<file path="src/rtl/reg_wb_arbiter_pkg.sv">
// Shared defaults and requester IDs for the register-file write-back arbiter.
package reg_wb_arbiter_pkg;
  localparam int WB_WIDTH        = 32;
  localparam int WB_NUMREGS      = 32;
  localparam int WB_LOG2NUMREGS  = 5;
  localparam int WB_STARVE_LIMIT = 4;

  typedef enum logic {
    WB_ALU  = 1'b0,
    WB_LOAD = 1'b1
  } wb_req_e;
endpackage

</file>
<file path="src/rtl/reg_scoreboard.sv">
// Per-register pending-write bits with set-over-clear priority, sticky
// overflow on a double mark, and read-port busy lookups.
module reg_scoreboard #(
  parameter int NUMREGS     = 32,
  parameter int LOG2NUMREGS = 5
) (
  input  logic                   clk,
  input  logic                   resetn,
  input  logic                   set,
  input  logic [LOG2NUMREGS-1:0] set_reg,
  input  logic                   clr,
  input  logic [LOG2NUMREGS-1:0] clr_reg,
  input  logic [LOG2NUMREGS-1:0] a_reg,
  input  logic                   a_en,
  input  logic [LOG2NUMREGS-1:0] b_reg,
  input  logic                   b_en,
  output logic                   a_busy,
  output logic                   b_busy,
  output logic                   overflow
);
  logic [NUMREGS-1:0] pending, pending_nxt;
  logic               set_ok, dbl_mark;

  // r0 is hard-wired, so it is never tracked.
  assign set_ok   = set && (set_reg != '0);
  assign dbl_mark = set_ok && pending[set_reg] && !(clr && clr_reg == set_reg);

  always_comb begin
    pending_nxt = pending;
    if (clr)    pending_nxt[clr_reg] = 1'b0;
    if (set_ok) pending_nxt[set_reg] = 1'b1;
  end

  always_ff @(posedge clk or negedge resetn) begin
    if (!resetn) begin
      pending  <= '0;
      overflow <= 1'b0;
    end else begin
      pending <= pending_nxt;
      if (dbl_mark) overflow <= 1'b1;
    end
  end

  assign a_busy = a_en && (a_reg != '0) && pending[a_reg];
  assign b_busy = b_en && (b_reg != '0) && pending[b_reg];
endmodule

</file>
<file path="src/rtl/reg_wb_arbiter.sv">
// Write-back arbiter: shares the register-file write port between ALU and load
// producers. Optional bypass of the committing write: REG_WB_ARBITER_FORWARD_EN.
module reg_wb_arbiter
  import reg_wb_arbiter_pkg::*;
#(
  parameter int WIDTH        = WB_WIDTH,
  parameter int NUMREGS      = WB_NUMREGS,
  parameter int LOG2NUMREGS  = WB_LOG2NUMREGS,
  parameter int STARVE_LIMIT = WB_STARVE_LIMIT
) (
  input  logic                   clk,
  input  logic                   resetn,
  input  logic                   req0_valid,
  output logic                   req0_ready,
  input  logic [LOG2NUMREGS-1:0] req0_reg,
  input  logic [WIDTH-1:0]       req0_data,
  input  logic                   req1_valid,
  output logic                   req1_ready,
  input  logic [LOG2NUMREGS-1:0] req1_reg,
  input  logic [WIDTH-1:0]       req1_data,
  input  logic                   sb_set,
  input  logic [LOG2NUMREGS-1:0] sb_set_reg,
  input  logic [LOG2NUMREGS-1:0] a_reg,
  input  logic [LOG2NUMREGS-1:0] b_reg,
  input  logic                   a_en,
  input  logic                   b_en,
  output logic                   a_busy,
  output logic                   b_busy,
  output logic                   sb_overflow,
`ifdef REG_WB_ARBITER_FORWARD_EN
  output logic                   a_fwd,
  output logic [WIDTH-1:0]       a_fwd_data,
  output logic                   b_fwd,
  output logic [WIDTH-1:0]       b_fwd_data,
`endif
  output logic [LOG2NUMREGS-1:0] c_reg,
  output logic [WIDTH-1:0]       c_writedatain,
  output logic                   c_we
);
  localparam int SW = $clog2(STARVE_LIMIT + 1);
  localparam logic [SW-1:0] STARVE_MAX = SW'(STARVE_LIMIT);

  logic [SW-1:0]          starve_cnt;
  logic                   force_load, accept;
  wb_req_e                gnt_id;
  logic [LOG2NUMREGS-1:0] wr_reg;
  logic [WIDTH-1:0]       wr_data;
  logic                   a_busy_raw, b_busy_raw;

  // Load wins only once it has waited STARVE_LIMIT denied cycles.
  assign force_load = req1_valid && (starve_cnt == STARVE_MAX);
  assign req0_ready = req0_valid && !force_load;
  assign req1_ready = req1_valid && !req0_ready;
  assign accept     = req0_ready || req1_ready;
  assign gnt_id     = req1_ready ? WB_LOAD : WB_ALU;
  assign wr_reg     = (gnt_id == WB_LOAD) ? req1_reg  : req0_reg;
  assign wr_data    = (gnt_id == WB_LOAD) ? req1_data : req0_data;

  always_ff @(posedge clk or negedge resetn) begin
    if (!resetn) begin
      starve_cnt <= '0;
    end else if (req1_ready) begin
      starve_cnt <= '0;
    end else if (req1_valid && starve_cnt != STARVE_MAX) begin
      starve_cnt <= starve_cnt + 1'b1;
    end
  end

  // r0 writes are accepted and latched but never strobe the write enable.
  always_ff @(posedge clk or negedge resetn) begin
    if (!resetn) begin
      c_we          <= 1'b0;
      c_reg         <= '0;
      c_writedatain <= '0;
    end else begin
      c_we <= accept && (wr_reg != '0);
      if (accept) begin
        c_reg         <= wr_reg;
        c_writedatain <= wr_data;
      end
    end
  end

  reg_scoreboard #(
    .NUMREGS     (NUMREGS),
    .LOG2NUMREGS (LOG2NUMREGS)
  ) u_sb (
    .clk      (clk),
    .resetn   (resetn),
    .set      (sb_set),
    .set_reg  (sb_set_reg),
    .clr      (c_we),
    .clr_reg  (c_reg),
    .a_reg    (a_reg),
    .a_en     (a_en),
    .b_reg    (b_reg),
    .b_en     (b_en),
    .a_busy   (a_busy_raw),
    .b_busy   (b_busy_raw),
    .overflow (sb_overflow)
  );

`ifdef REG_WB_ARBITER_FORWARD_EN
  assign a_fwd      = c_we && a_en && (a_reg == c_reg) && (a_reg != '0);
  assign b_fwd      = c_we && b_en && (b_reg == c_reg) && (b_reg != '0);
  assign a_fwd_data = c_writedatain;
  assign b_fwd_data = c_writedatain;
  assign a_busy     = a_busy_raw && !a_fwd;
  assign b_busy     = b_busy_raw && !b_fwd;
`else
  assign a_busy     = a_busy_raw;
  assign b_busy     = b_busy_raw;
`endif
endmodule

</file>
<file path="config.mk">
export PLATFORM = sky130hd
export DESIGN_NAME = reg_wb_arbiter
export DESIGN_NICKNAME = d
export VERILOG_FILES = /design/src/rtl/reg_wb_arbiter_pkg.sv /design/src/rtl/reg_scoreboard.sv /design/src/rtl/reg_wb_arbiter.sv
export SDC_FILE = /design/constraint.sdc
export NUM_CORES = 1
export LEC_CHECK = 0
export ABC_AREA = 0
export CAP_MARGIN = 20
export CORE_MARGIN = 2
export CORE_UTILIZATION = 42
export CTS_CLUSTER_SIZE = 8
export DETAILED_ROUTE_END_ITERATION = 12
export PLACE_DENSITY_LB_ADDON = 0.3
export SYNTH_ARGS = -nofsm -noshare
export SYNTH_HDL_FRONTEND = slang
export SYNTH_HIERARCHICAL = 1
export SYNTH_SLANG_ARGS = --single-unit
</file>
<file path="constraint.sdc">
create_clock -name clk -period 1.9 [get_ports clk]
set_clock_uncertainty 0.15 [all_clocks]
set_input_delay 0.285 -clock clk [delete_from_list [all_inputs] [get_ports clk]]
set_output_delay 0.285 -clock clk [all_outputs]
set_load 0.005 [all_outputs]
</file>
Yosys cells after proc, flatten, opt, wreduce, memory -nomap -nowiden
Index checks and enable logic that the tools add are counted.

Input port bits: 96. Flip-flop bits (word level): 74. Output and inout port bits: 43. Word-level logic and storage cells: 60.

Add/sub/neg operators: 1. Eq/ne operators: 3. $lt $le $gt $ge: 6. Reductions and logical operators: 24. Multiplexer cells: 17. Bitwise gates (word level): 3.

Operators by type and width (number): $mux W32 (3); $and A32 B32 Y32 (1); $not A32 Y32 (1); $or A32 B32 Y32 (1); $lt A5 B6 Y1 const B (4); $reduce_bool A5 Y1 (4); $bmux W1 S5 (3); $logic_and A1 B1 Y1 (15); $demux W1 S5 (2); $ge A5 B1 Y1 const B (2); $mux W1 (6); $mux W3 (2); $eq A5 B5 Y1 (1); $mux W5 (1); $add A3 B1 Y3 const B (1); $eq A3 B3 Y1 const B (1); $logic_not A1 Y1 (3); $ne A3 B3 Y1 const B (1); $reduce_bool A2 Y1 (1); $logic_or A1 B1 Y1 (1).

Depth between registers and ports, before layout
Gate-level depths: netlist (run 1).

Depth in word-level cells: 10. Mapped depth: 7. Gate-level depth less buffers: 5.

Hierarchy
The synthesis (run 1) kept the hierarchy.

By module, submodules not included: reg_scoreboard (instances 1, cells each 213, sequential area each 825.8 µm², area each 2232.1 µm²); reg_wb_arbiter (instances 1, cells each 167, sequential area each 1026.0 µm², area each 1944.4 µm²).

Worst setup path before layout (run 1)
No wires, ideal clock.

Kind: input to output. From: in b_reg[0]. To: out b_busy. Path slack: -0.087 ns. Arrival: 1.552 ns. Buffers on the path: 1. Stages: 6. Data required time: 1.465 ns. Cell sequence: buf_6 -> mux4_2 -> or3b_1 -> o31ai_1 -> a2111oi_1 -> a31o_1.

Longest elaborated chain between the ends: 3. Elaborated cells on any way between the ends: 5. Those cells by class: 2 x mux; 3 x reduce/logical.

Ends and longest elaborated chain: start, declared (line reg_wb_arbiter.sv:24) `input logic [LOG2NUMREGS-1:0] b_reg,`; $bmux W1 S5 / $reduce_bool A5 Y1 (equally long branches) (line reg_scoreboard.sv:45) `assign b_busy = b_en && (b_reg != '0) && pending[b_reg];`; $mux W1 (not written as such) / $logic_and A1 B1 Y1 (equally long branches) (line reg_scoreboard.sv:45); $logic_and A1 B1 Y1 (*) (line reg_scoreboard.sv:45); end, declared (line reg_wb_arbiter.sv:28) `output logic b_busy,`.

Every way passes the cells marked *; elsewhere a longest branch is shown, timed or not. The select of a mux whose other input is x is not followed.

Final worst setup path (run 1)
From: reg u_sb.pending[9]. To: out b_busy.

Longest elaborated chain between the ends: 3.

Ends and longest elaborated chain: start, declared (line reg_scoreboard.sv:21) `logic [NUMREGS-1:0] pending, pending_nxt;`; start signal, assigned (line reg_scoreboard.sv:39) `pending <= pending_nxt;`; $bmux W1 S5 (line reg_scoreboard.sv:45); $mux W1 (not written as such) (line reg_scoreboard.sv:45); $logic_and A1 B1 Y1 (line reg_scoreboard.sv:45).

No other way between the ends. The select of a mux whose other input is x is not followed.

==> results_dict.tcl, run 1 <==
set metrics [dict create \
    grt_start_max_net_pins 75 \
    core_area_mm2 0.00973 \
    startpoint "u_sb/pending[9]" \
    initial_core_util 0.429 \
    end_kind "output port" \
    design_area_mm2 0.00653 \
    cp.required_ps 1460 \
    rsz0062_at_grt "true" \
    grt_pass1_vias 4353 \
    slew_headroom 0.722 \
    yosysWarningCount 6 \
    wl_per_cell_um 18.7 \
    place_ws_ps -1130 \
    p_per_area_mw_per_mm2 873 \
    cp-start-kind "register" \
    ir_worst_vdd_v 0.000414 \
    placed_area_mm2 0.00615 \
    synthesis.nets 478 \
    drive_gt1_frac 0.233 \
    clock_latency_ps 340 \
    async_flop_share 1.00 \
    synth_cell_types 48 \
    cts_buffer_depth 2 \
    area_growth_pct 56.2 \
    rows 36 \
    synth_area_mm2 0.00418 \
    hpwlAfterDp_um 9520 \
    max_freq_mhz 402 \
    gp_congestion 0.890 \
    cts_made_buffers 9 \
    port_buffers 138 \
    post-route-util 0.671 \
    drt_wl_total_um 13500 \
    root_buffer "clkbuf_8" \
    grt_use_total 0.252 \
    synth_edf_count 0 \
    crit_type "register to output port" \
    drt-vias-per-instance 5.76 \
    tritoncts "yes" \
    hold_violations 0 \
    synth.ff_latch_count 74 \
    ff2ff_path_depth 7 \
    grt_first_pass_wirelength_um 21700 \
    antenna_left 0 \
    crit_arrival_ps 2050 \
    hold_class "register to register" \
    slew_violations 0 \
    period_needed_ps 2490 \
    setup_slack_ps -588 \
    synth_top_flop_cell "dfrtp_1" \
    htreeDepth 3 \
    slowest_stage "mux4_2" \
    fillerInstances 794 \
    p_leak_uw 0.00273 \
    top_level_ports 139 \
    seq_area_frac_synth 0.443 \
    critPathBufInv 2 \
    cp_top_family "compound AO/OA/AOI/OAI gates" \
    drtIter0Drc 291 \
    cap_violations 0 \
    cts.sinks 74 \
    antenna_found_initial 0 \
    firstDrtPassIters 4 \
    vias 4155 \
    whs_ps 341 \
    reg2reg_to "c_writedatain[17]" \
    cp-endpoint "b_busy" \
    fp.dieH_um 104 \
    num_antenna_cells 0 \
    syn_avg_cell_area_um2 11.0 \
    r2r-start "starve_cnt[1]" \
    grt.overflow.total 0 \
    tns_ps -1130 \
    status "finished, violations left" \
    worstPathMaxFanout 2 \
    netlist_instances 380 \
    period_share 1.31 \
    fp.dieW_um 104 \
    clkTransAtPathRegs_ps 80 \
    path_depth 7 \
    worst_slew_pin_slew_ps 416 \
    nets 681 \
    r2r_slack_ps 60 \
    dieArea_mm2 0.0108 \
    violations "setup timing" \
    setup_viol 4 \
    crit_chain "buf_4 -> mux4_2 -> nor2b_1 -> a211oi_1 -> a21oi_1 -> a31o_1 -> buf_2" \
    slowest_delay_ps 440 \
    drc 0 \
]
[layout by cell type, fill, tap and decap left out, types with 3 or more instances in the layout]
cell type	instances
dfrtp_2	3
buf_4	74
a221o_2	3
dlygate4sd2_1	6
a21oi_1	4
xor2_1	4
or3b_2	6
o22ai_1	8
nand3_1	6
buf_12	4
nand3b_1	11
nor2_1	3
nand2_1	14
mux4_2	9
or3_1	3
mux2i_1	23
mux4_1	5
and2_1	32
nor4_1	3
a31oi_1	5
a211oi_1	7
clkdlybuf4s50_1	125
o21ai_0	67
a221o_1	29
buf_2	3
clkinv_4	3
nor2b_1	6
dfrtp_1	71
clkbuf_8	9
[logic make-up after synthesis]
family,after synthesis,share of synthesized area
simple gates,93,0.136
flops,74,0.443
xor+xnor,5,0.0105
mux,39,0.141
buf+inv,33,0.0419
fa+ha+maj,2,0.00599
compound gates,134,0.221
[layout make-up]
class	instances	area, µm²	share of cell area
repair buffers	221	2110	0.323
clock buffers	9	124	0.0190
multi-input cells	273	2180	0.334
inverters	4	17.5	0.00268
clock inverters	7	77.6	0.0119
well taps	133	166	0.0255
flip-flops and latches	74	1860	0.284
[report_power, final]
group	leakage, µW	internal (µW)	switching, µW
registers	0.000868	1940	353
clock network	0.0000998	615	617
logic	0.00177	1330	850
[layer usage]
layer	GRT usage	up-vias	routed length, µm
li1	-	1876	-
met1	0.299	2048	5250
met2	0.443	208	6920
met3	0.0661	23	1060
met4	0.0840	0	266
met5	0	-	0
[Yosys cell counts, types with 5 or more instances]
master	instances	area, µm²
mux4_2	8	180
a211oi_1	7	52.6
nand3_1	6	30.0
dfrtp_1	74	1850
clkbuf_1	14	52.6
a31oi_1	5	31.3
nor2b_1	6	37.5
and2_1	32	200
nand2_1	14	52.6
o21ai_0	68	340
o22ai_1	8	50.1
nand3b_1	11	82.6
mux4_1	6	158
mux2i_1	23	230
buf_2	8	40.0
or3b_2	6	52.6
a221o_1	29	290
[repair_timing]
| item | in CTS | in global routing |
|---|---|---|
| setup buffers | 2 | 5 |
| hold buffers | 1 | 0 |
| cloned | 2 | 1 |
| endpoints found under the setup margin | 10 | 23 |
| endpoints found under the hold margin | 74 | 0 |
| gates resized for setup | 35 | 4 |
| pin swaps | 8 | 4 |
[how the worst min path moves through the flow]
stage,from,to,slack [ps],cells past startpoint
2_1_floorplan,resetn,c_reg[0],-160,0
3_3_place_gp,resetn,c_writedatain[13],190,2
3_5_place_dp,resetn,c_writedatain[13],200,2
4_1_cts,u_sb/overflow,u_sb/overflow,340,1
5_1_grt,resetn,c_writedatain[13],360,3
6_report,u_sb/pending[0],u_sb/pending[0],340,1
[per-stage QoR]
step | instances | power (µW)
global route | 721 | 6000
CTS | 715 | 5650
finish | 721 | 5700
floorplan | 380 | 3100
global placement | 694 | 4280
detailed placement | 694 | 4340
(Power assumes the default switching activity.)
==> run 2, diff against run 1 <==
- PLACE_DENSITY: unset -> 0.82
- PLACE_DENSITY_LB_ADDON: 0.3 -> unset
==> run 2 against run 1 <==
  * The flow still finishes with violations (setup timing)
  * Sequential share of layout area down 0.72 points
  * Combinational power up 4%
  * Register-to-register slack is essentially flat
  * Setup slack better by 39 ps
  * Core utilization is 1.7 points higher
  * Clock-buffer cell count increased by 3
  * Critical path type unchanged
  * Critical endpoint unchanged
  * Largest cell class unchanged
  * Largest power group unchanged
==> results_dict.tcl, run 2 (synthesis results as in run 1) <==
set metrics [dict create \
    status "finished, violations left" \
    violations "setup timing" \
    cts_buffer_depth 2 \
    root_buffer "clkbuf_8" \
    max_freq_mhz 408 \
    crit_arrival_ps 2010 \
    setup_viol 3 \
    tritoncts "yes" \
    num_antenna_cells 0 \
    dieArea_mm2 0.0108 \
    drtIter0Drc 363 \
    firstDrtPassIters 5 \
    grt_start_max_net_pins 75 \
    grt_use_total 0.261 \
    cts.sinks 74 \
    worstPathMaxFanout 2 \
    port_buffers 138 \
    grt_pass1_vias 4556 \
    hpwlAfterDp_um 9820 \
    area_growth_pct 60.3 \
    hold_violations 0 \
    grt.overflow.total 0 \
    startpoint "u_sb/pending[7]" \
    end_kind "output port" \
    core_area_mm2 0.00973 \
    p_per_area_mw_per_mm2 895 \
    r2r-start "starve_cnt[0]" \
    cap_violations 0 \
    drt-vias-per-instance 5.75 \
    fp.dieH_um 104 \
    hold_class "register to register" \
    fillerInstances 706 \
    drt_wl_total_um 13900 \
    crit_type "register to output port" \
    htreeDepth 3 \
    setup_slack_ps -549 \
    clkTransAtPathRegs_ps 80 \
    gp_congestion 1.02 \
    cp-start-kind "register" \
    nets 694 \
    hp-start "u_sb/overflow" \
    clock_latency_ps 340 \
    top_level_ports 139 \
    period_share 1.29 \
    antenna_found_initial 0 \
    slew_violations 0 \
    antenna_left 0 \
    dp.cells 696 \
    instances_no_fill 734 \
    tns_ps -1030 \
    fp.dieW_um 104 \
    slew_headroom 0.712 \
    p_leak_uw 0.00279 \
    wl_per_cell_um 19.0 \
    initial_core_util 0.429 \
    rsz0062_at_grt "true" \
    drive_gt1_frac 0.260 \
    worst_slew_pin_slew_ps 431 \
    rows 36 \
    layout_common_cells "clkdlybuf4s50_1, buf_4, dfrtp_1" \
    cp.required_ps 1460 \
    final_common_cell "clkdlybuf4s50_1" \
    drc 0 \
    grt_first_pass_wirelength_um 22400 \
    cts_made_buffers 9 \
    ir_worst_vdd_v 0.000511 \
    vias 4223 \
    period_needed_ps 2450 \
]
run 2: changes by cell type in the layout (fill, tap and decap cells not counted), moves of 2 or more:
cell | before | now
buf_4 | 74 | 85
clkinv_4 | 3 | 0
o21ai_1 | 0 | 2
nor4_1 | 3 | 1
clkbuf_8 | 9 | 12
mux2i_2 | 0 | 3
bufbuf_16 | 2 | 0
buf_12 | 4 | 8
nor4_2 | 0 | 2
mux2i_1 | 23 | 19
run 2: worst paths after layout:
path	cells after the start	to	slack, ps
setup / recovery	6	b_busy	-550
hold / removal	1	u_sb/overflow	340
setup reg to reg	7	c_writedatain[15]	60
hold reg to reg	1	u_sb/overflow	340
max in group asynchronous	3	c_writedatain[31]	910
min in group asynchronous	3	u_sb/pending[3]	370
run 2: repair_timing:
item                       CTS  global route
buffers inserted            14             8
setup endpoints to repair   11            21
hold buffers                 1             0
hold endpoints to repair    74             0
resized for setup           44             9
pin swaps                   10             8
run 2: cell type report:
class                      instances  area (µm²)  share of cell area
clock inverter                     4        72.6              0.0108
tap                              133         166              0.0249
timing repair buffer             234        2200               0.328
clock buffer                      12         165              0.0247
sequential                        74        1860               0.277
inverter                           4        17.5             0.00262
multi-input combinational        273        2220               0.332
run 2: critical path, cell delays in order, from the launching register on:
cell and delay, ps:
dfrtp_1 380, mux4_2 480, or3b_1 360, o31ai_1 70
a2111oi_1 70, a31o_1 190, buf_2 120
run 2: through the flow:
stage | setup WS [ps] | util | area [µm²] | power (µW) | hold WS, ps
after global placement | -1030 | 0.635 | 6180 | 4240 | 198
final | -549 | 0.688 | 6700 | 6000 | 339
after CTS | -606 | 0.678 | 6590 | 5920 | 336
after floorplan | -73.2 | - | 4180 | 3100 | -161
after global routing | -618 | 0.688 | 6700 | 6290 | 368
after detailed placement | -1100 | 0.635 | 6180 | 4340 | 195
run 2: metal layers:
layer | global-route usage | routed length [µm] | up-vias | part of all wire
li1 | - | - | 1902 | -
met2 | 0.457 | 6960 | 268 | 0.50
met5 | 0 | 0 | - | 0
met3 | 0.0850 | 1470 | 40 | 0.11
met1 | 0.291 | 5070 | 2013 | 0.36
met4 | 0.115 | 436 | 0 | 0.031
run 2: where the power goes:
group	leakage (µW)	internal [µW]	switching [µW]
registers	0.000868	1940	372
clock network	0.000119	846	584
logic	0.00181	1360	900
total	0.00279	4140	1860
